File: src/rtl/bp_me_ct_credit_returner.sv
// Receive endpoint of the credit-based channel tunnel: buffers pushed flits,
// hands them to a valid/yumi consumer and returns credits in decimated batches.
module bp_me_ct_credit_returner #(
  parameter int flit_width_p           = 30,
  parameter int remote_credits_p       = 32,
  parameter int lg_credit_decimation_p = 3
) (
  input  logic                                  clk_i,
  input  logic                                  reset_i,
  input  logic                                  link_v_i,
  input  logic [flit_width_p-1:0]               link_data_i,
  output logic                                  v_o,
  output logic [flit_width_p-1:0]               data_o,
  input  logic                                  yumi_i,
  output logic                                  credit_v_o,
  output logic [$clog2(remote_credits_p):0]     count_o,
  output logic                                  overflow_o
);

  localparam int ptr_w_lp  = (remote_credits_p > 1) ? $clog2(remote_credits_p) : 1;
  localparam int cnt_w_lp  = $clog2(remote_credits_p) + 1;
  localparam int cred_w_lp = lg_credit_decimation_p + 1;
  localparam logic [cnt_w_lp-1:0]  depth_lp = cnt_w_lp'(remote_credits_p);
  localparam logic [cred_w_lp-1:0] batch_lp = cred_w_lp'(1) << lg_credit_decimation_p;

  logic [flit_width_p-1:0] mem_r [remote_credits_p];
  logic [ptr_w_lp-1:0]     wr_ptr_r, rd_ptr_r;
  logic [cnt_w_lp-1:0]     count_r;
  logic [cred_w_lp-1:0]    pend_r, pend_inc;
  logic                    credit_r, ovf_r;
  logic                    full, enq, deq, drop, batch_done;

  // Full is judged on registered occupancy, so a same-cycle dequeue never
  // makes room for an incoming flit.
  assign full       = (count_r == depth_lp);
  assign v_o        = (count_r != '0);
  assign enq        = link_v_i & ~full;
  assign drop       = link_v_i & full;
  assign deq        = yumi_i & v_o;
  assign pend_inc   = pend_r + cred_w_lp'(1);
  assign batch_done = deq & (pend_inc == batch_lp);

  assign data_o     = mem_r[rd_ptr_r];
  assign count_o    = count_r;
  assign credit_v_o = credit_r;
  assign overflow_o = ovf_r;

  always_ff @(posedge clk_i) begin
    if (enq) mem_r[wr_ptr_r] <= link_data_i;
  end

  always_ff @(posedge clk_i) begin
    if (reset_i) begin
      wr_ptr_r <= '0;
      rd_ptr_r <= '0;
      count_r  <= '0;
      pend_r   <= '0;
      credit_r <= 1'b0;
      ovf_r    <= 1'b0;
    end else begin
      if (enq) wr_ptr_r <= wr_ptr_r + ptr_w_lp'(1);
      if (deq) rd_ptr_r <= rd_ptr_r + ptr_w_lp'(1);
      case ({enq, deq})
        2'b10:   count_r <= count_r + cnt_w_lp'(1);
        2'b01:   count_r <= count_r - cnt_w_lp'(1);
        default: count_r <= count_r;
      endcase
      if (deq) pend_r <= batch_done ? '0 : pend_inc;
      credit_r <= batch_done;
      if (drop) ovf_r <= 1'b1;
    end
  end

endmodule

File: config.mk
export PLATFORM = sky130hd
export DESIGN_NAME = bp_me_ct_credit_returner
export DESIGN_NICKNAME = d
export VERILOG_FILES = /design/src/rtl/bp_me_ct_credit_returner.sv
export SDC_FILE = /design/constraint.sdc
export NUM_CORES = 1
export LEC_CHECK = 0
export BUFFER_PORTS_ARGS = -buffer_cell sky130_fd_sc_hd__buf_2
export CAP_MARGIN = 20
export CORE_UTILIZATION = 54
export DETAILED_ROUTE_END_ITERATION = 16
export PLACE_DENSITY = 0.77
export SLEW_MARGIN = 20
export SYNTH_ARGS = -nofsm -noshare
export SYNTH_HDL_FRONTEND = slang
export SYNTH_SLANG_ARGS = --single-unit
export TNS_END_PERCENT = 100
File: constraint.sdc
create_clock -name clk_i -period 8 [get_ports clk_i]
set_clock_uncertainty 0.1 [all_clocks]
set_input_delay 1.6 -clock clk_i [delete_from_list [all_inputs] [get_ports clk_i]]
set_output_delay 1.6 -clock clk_i [all_outputs]
set_load 0.02 [all_outputs]
Word-level counts from Yosys, hierarchy flattened
Memory sizes are Yosys's and may differ from the RTL's. A register that Yosys moved wholly into a read port is not among the register bits.
Cells that the tools add are included.
W data, S select, Z words.
{"block": "totals", "regBits": 22, "ram_bits": 960, "wordCells": 29, "mem_count": 1}
{"name": "mem_r", "words": 32, "width": 30, "rd": 1, "rd_ports_with_merged_regs": 1, "write_ports": 1, "line_no": "26", "text": "logic [flit_width_p-1:0] mem_r [remote_credits_p];"}
{"block": "classes", "addsub": 5, "n_eq_ne": 4, "mux": 6, "bitwise": 5, "n_reduce_logical": 2}
{"operator": "$pmux W6 S2", "count": 1}
{"operator": "$add A5 B1 Y5 const B", "count": 2}
{"operator": "$mux W5", "count": 2}
{"operator": "$add A6 B1 Y6 const B", "count": 1}
{"operator": "$eq A6 B6 Y1 const B", "count": 1}
{"operator": "$reduce_bool A6 Y1", "count": 1}
{"operator": "$sub A6 B1 Y6 const B", "count": 1}
{"operator": "$add A4 B1 Y4 const B", "count": 1}
{"operator": "$and A1 B1 Y1", "count": 4}
{"operator": "$eq A4 B4 Y1 const B", "count": 1}
{"operator": "$mux W4", "count": 1}
{"operator": "$eq A2 B1 Y1 const B", "count": 1}
{"operator": "$eq A2 B2 Y1 const B", "count": 1}
{"operator": "$mux W1", "count": 2}
{"operator": "$reduce_bool A2 Y1", "count": 1}
{"operator": "$not A1 Y1", "count": 1}

Longest topological paths before layout
{"block": "logic_depth", "ltp_word": 5, "ltp_mapped": 13, "ltp_nobuf": 11}

Least setup slack after synthesis
No wires, ideal clock.
{"block": "synth_path", "kind": "input port to flip-flop", "startpoint": "in link_v_i", "endpoint": "mem mem_r[15][0], enable pin", "setup_time_ns": 0.417, "t_arrival_ns": 3.550, "required_ns": 7.483, "slack_ns": 3.933, "cell_stages": 4, "path_buffers": 1, "path_cell_list": "o31a_1 -> clkbuf_1 -> nand2_1 -> nor2_1"}
{"block": "synth_between", "elab_chain_cells": 3}
{"element": "start, declared", "line_no": "10", "text": "input logic link_v_i,"}
{"element": "$and A1 B1 Y1", "line_no": "37", "text": "assign enq = link_v_i & ~full;"}
{"element": "$mux W1", "line_no": "49", "text": "if (enq) mem_r[wr_ptr_r] <= link_data_i;"}
{"element": "$mux W1 (implied by the code)", "line_no": "49"}
{"element": "end, declared", "line_no": "26"}
No other way between the ends.

==> flow_metrics.env <==
export IMPL_status="finished, final reports clean"
export IMPL_path_class="flip-flop to output pin"
export IMPL_rows=96
export IMPL_clock_sinks=987
export IMPL_die_area_um2=70980
export IMPL_cts_resized=0
export IMPL_cts_hold_buf=0
export IMPL_cp_max_fo=96
export IMPL_drc=0
export IMPL_timing_fmax_mhz=176.8
export IMPL_core_area_um2=68830
export IMPL_period_share_pct=70.70
export IMPL_synthFlopType="edfxtp_1"
export IMPL_drtPass1Iterations=5
export IMPL_crit_buf_inv=2
export IMPL_dpl_worst_slack_ns=3.005
export IMPL_areaGrowthSynthToFinish_pct=12.20
export IMPL_placed_cell_area_um2=39490
export IMPL_wirelength_mm=87.21
export IMPL_post_cts_buffers=0
export IMPL_fin_ws_ns=2.344
export IMPL_worst_ep_arrival_time_ns=3.96
export IMPL_die_x_um=266.4
export IMPL_clockRootBuffer="clkbuf_16"
export IMPL_setup_tns_ns=0
export IMPL_seq_area_frac_synth_pct=77.79
export IMPL_routed_via_density=6.488
export IMPL_synth_edff_count=960
export IMPL_fill_cells=4428
export IMPL_synthArstFlopShare_pct=0
export IMPL_drtIter0Drc=2274
export IMPL_syn_inst=1549
export IMPL_startpoint_type="flip-flop"
export IMPL_fin_cells=2683
export IMPL_worstMarginPinSlew_ns=1.083
export IMPL_cts_tree="done"
export IMPL_drive_above_1_share_pct=35.07
export IMPL_yosysWarnings=0
export IMPL_whs_ns=0.3883
export IMPL_ir_worst_vdd_mv=0.2124
export IMPL_min_period_ns=5.656
export IMPL_wl_per_cell_um=32.50
export IMPL_cts_clk_slew_worst_paths_ns=0.06
export IMPL_dp_hpwl_mm=42.60
export IMPL_grt_max_degree=99
export IMPL_critical_path_slowest_cell="dfxtp_4"
export IMPL_fp_dieH_um=266.4
export IMPL_fin_area_um2=42360
export IMPL_cp_cell_sequence="buf_12, mux4_2, mux4_2, mux2_2, buf_2"
export IMPL_fin_util_pct=61.55
export IMPL_maxCapViolations=0
export IMPL_syn_area_um2=37750
export IMPL_port_buffers=72
export IMPL_final_max_slew_viol_count=0
export IMPL_finalHoldViolations=0
export IMPL_required_ns=6.30
export IMPL_io_pins=73
export IMPL_dp_cells=2511
export IMPL_setup_violations=0
export IMPL_synth_nets=1592
export IMPL_num_vias=17408
export IMPL_ctsHtreeMaxLevel=3
export IMPL_numCtsBuffers=94
export IMPL_drtAntennaViolNets=0
export IMPL_cts_buffer_depth=3
export IMPL_worst_setup_path_end_kind="output pin"
export IMPL_grt_pass1_vias=17907
export IMPL_worst_skew_pair_late_latency_ns=0.66
export IMPL_maxSlewHeadroom_pct=27.78
export IMPL_power_leakage_nw=12.81
export IMPL_synth_cell_types=38
export IMPL_finalPower_mw=11.92
export IMPL_hp_class="flip-flop to flip-flop"
export IMPL_start_util_pct=54.86
export IMPL_antenna_found_initial=2
export IMPL_grt_first_pass_wirelength_mm=125.4
export IMPL_cp_top_family="multiplexers"
export IMPL_avgSynthCellArea_um2=24.37
export IMPL_overflow=0
export IMPL_ys_ff_latch=987
export IMPL_crit_top_cell="mux4_2"
export IMPL_cpPeakStageDelay_ns=0.86
export IMPL_gp_congestion=0.7496
export IMPL_power_density_nw_per_um2=281.5
export IMPL_grt_usage_pct=25.27
export IMPL_finalNetCount=1719
export IMPL_grt_setup_unrepaired="false"
[registers in the layout, indices dropped and copies added (netlist names), named ones only]
name and cells:
pend_r 4, count_o 6, rd_ptr_r 5, credit_v_o 1, wr_ptr_r 5, mem_r 960, overflow_o 1
[placed cells by master (no fill, tap or decap), types with 2 or more instances in the layout]
cell and instances:
edfxtp_1 960, mux4_2 300, clkbuf_16 95, buf_2 72, buf_4 36, nor2_4 32, mux2_2 31, clkinv_1 23
nor2_1 22, dfxtp_1 22, clkinv_2 20, clkbuf_1 19, nand2_1 16, xor2_1 11, a21oi_1 9, ha_1 9
nand4_1 5, inv_1 4, nand3_1 4, or3_1 4, xnor2_1 4, o21ai_0 4, dfxtp_4 4, buf_12 4
nand3b_1 3, or3b_2 3, inv_6 3, bufinv_16 3, nor2b_1 2, nor3b_1 2, nor3_1 2, a31oi_1 2
inv_16 2, clkinv_8 2, clkbuf_8 2
[report_power, final]
part | switching [mW] | internal, mW
clock network | 1.90 | 2.30
logic | 0.915 | 0.915
registers | 0.119 | 5.77
[final cells by class]
class	count	area, um2	area share (%)
diodes	1	2.502	0.005908
inverters	5	18.77	0.04431
repair buffers	112	710.7	1.678
flip-flops and latches	987	29380	69.37
clock buffers	116	2476	5.846
clock inverters	55	394.1	0.9304
well taps	931	1165	2.750
multi-input cells	476	8208	19.38
[tightest hold or removal path: cells and delay by family, from the launching register on]
kind | cells | cell delay, ns
and+or+nand+nor | 1 | 0.06
DFF | 1 | 0.33
AOI/OAI and AO/OA | 1 | 0.06
[Yosys cell counts (2+ instances only)]
library cell / number / area share, %
or3_1: 4 / 0.066
a21oi_1: 9 / 0.12
xor2_1: 11 / 0.26
buf_4: 20 / 0.40
nand3b_1: 3 / 0.060
mux4_2: 300 / 18
o21ai_0: 4 / 0.053
nor3_1: 2 / 0.027
nand2_1: 16 / 0.16
nor2b_1: 2 / 0.033
inv_1: 4 / 0.040
mux2_2: 31 / 0.92
nor2_1: 54 / 0.54
buf_2: 5 / 0.066
ha_1: 9 / 0.30
clkbuf_1: 51 / 0.51
nor3b_1: 2 / 0.040
xnor2_1: 4 / 0.093
buf_1: 3 / 0.030
nand4_1: 5 / 0.083
a31oi_1: 2 / 0.033
buf_6: 2 / 0.060
dfxtp_1: 27 / 1.4
or3b_2: 3 / 0.070
edfxtp_1: 960 / 76
nand3_1: 4 / 0.053
[per-layer routing]
metal | vias up | GRT usage (%) | routed length [um]
li1 | 6915 | - | -
met1 | 9262 | 33.49 | 31450
met3 | 194 | 4.032 | 7930
met5 | - | 0 | 29
met4 | 4 | 8.698 | 2756
met2 | 1033 | 42.96 | 45040
[worst paths after layout]
path	cells after the start	from	slack, ns	end
setup reg to reg	5	count_o[1]$_SDFFE_PP0P_	4.35	mem_r[19][28]$_DFFE_PP_
hold reg to reg	2	pend_r[1]$_SDFFE_PP0P_	0.39	pend_r[1]$_SDFFE_PP0P_
hold / removal	2	pend_r[1]$_SDFFE_PP0P_	0.39	pend_r[1]$_SDFFE_PP0P_
setup / recovery	5	flip-flop	2.34	data_o[22]
[cells by family (layout without fill, tap and decap cells)]
| logic type | count (synthesis) | count (layout) | synth area share, % |
|---|---|---|---|
| xor gates and xnor gates | 15 | 15 | 0.3480 |
| adders and majority gates | 9 | 9 | 0.2983 |
| AOI/OAI and AO/OA | 20 | 20 | 0.3546 |
| DFF | 987 | 987 | 77.79 |
| buffers and inverters | 86 | 288 | 1.110 |
| and+or+nand+nor | 99 | 99 | 1.226 |
| muxes | 333 | 333 | 18.88 |
| other | 0 | 1 | 0 |
Note: power is estimated with default switching activity, not from simulation.
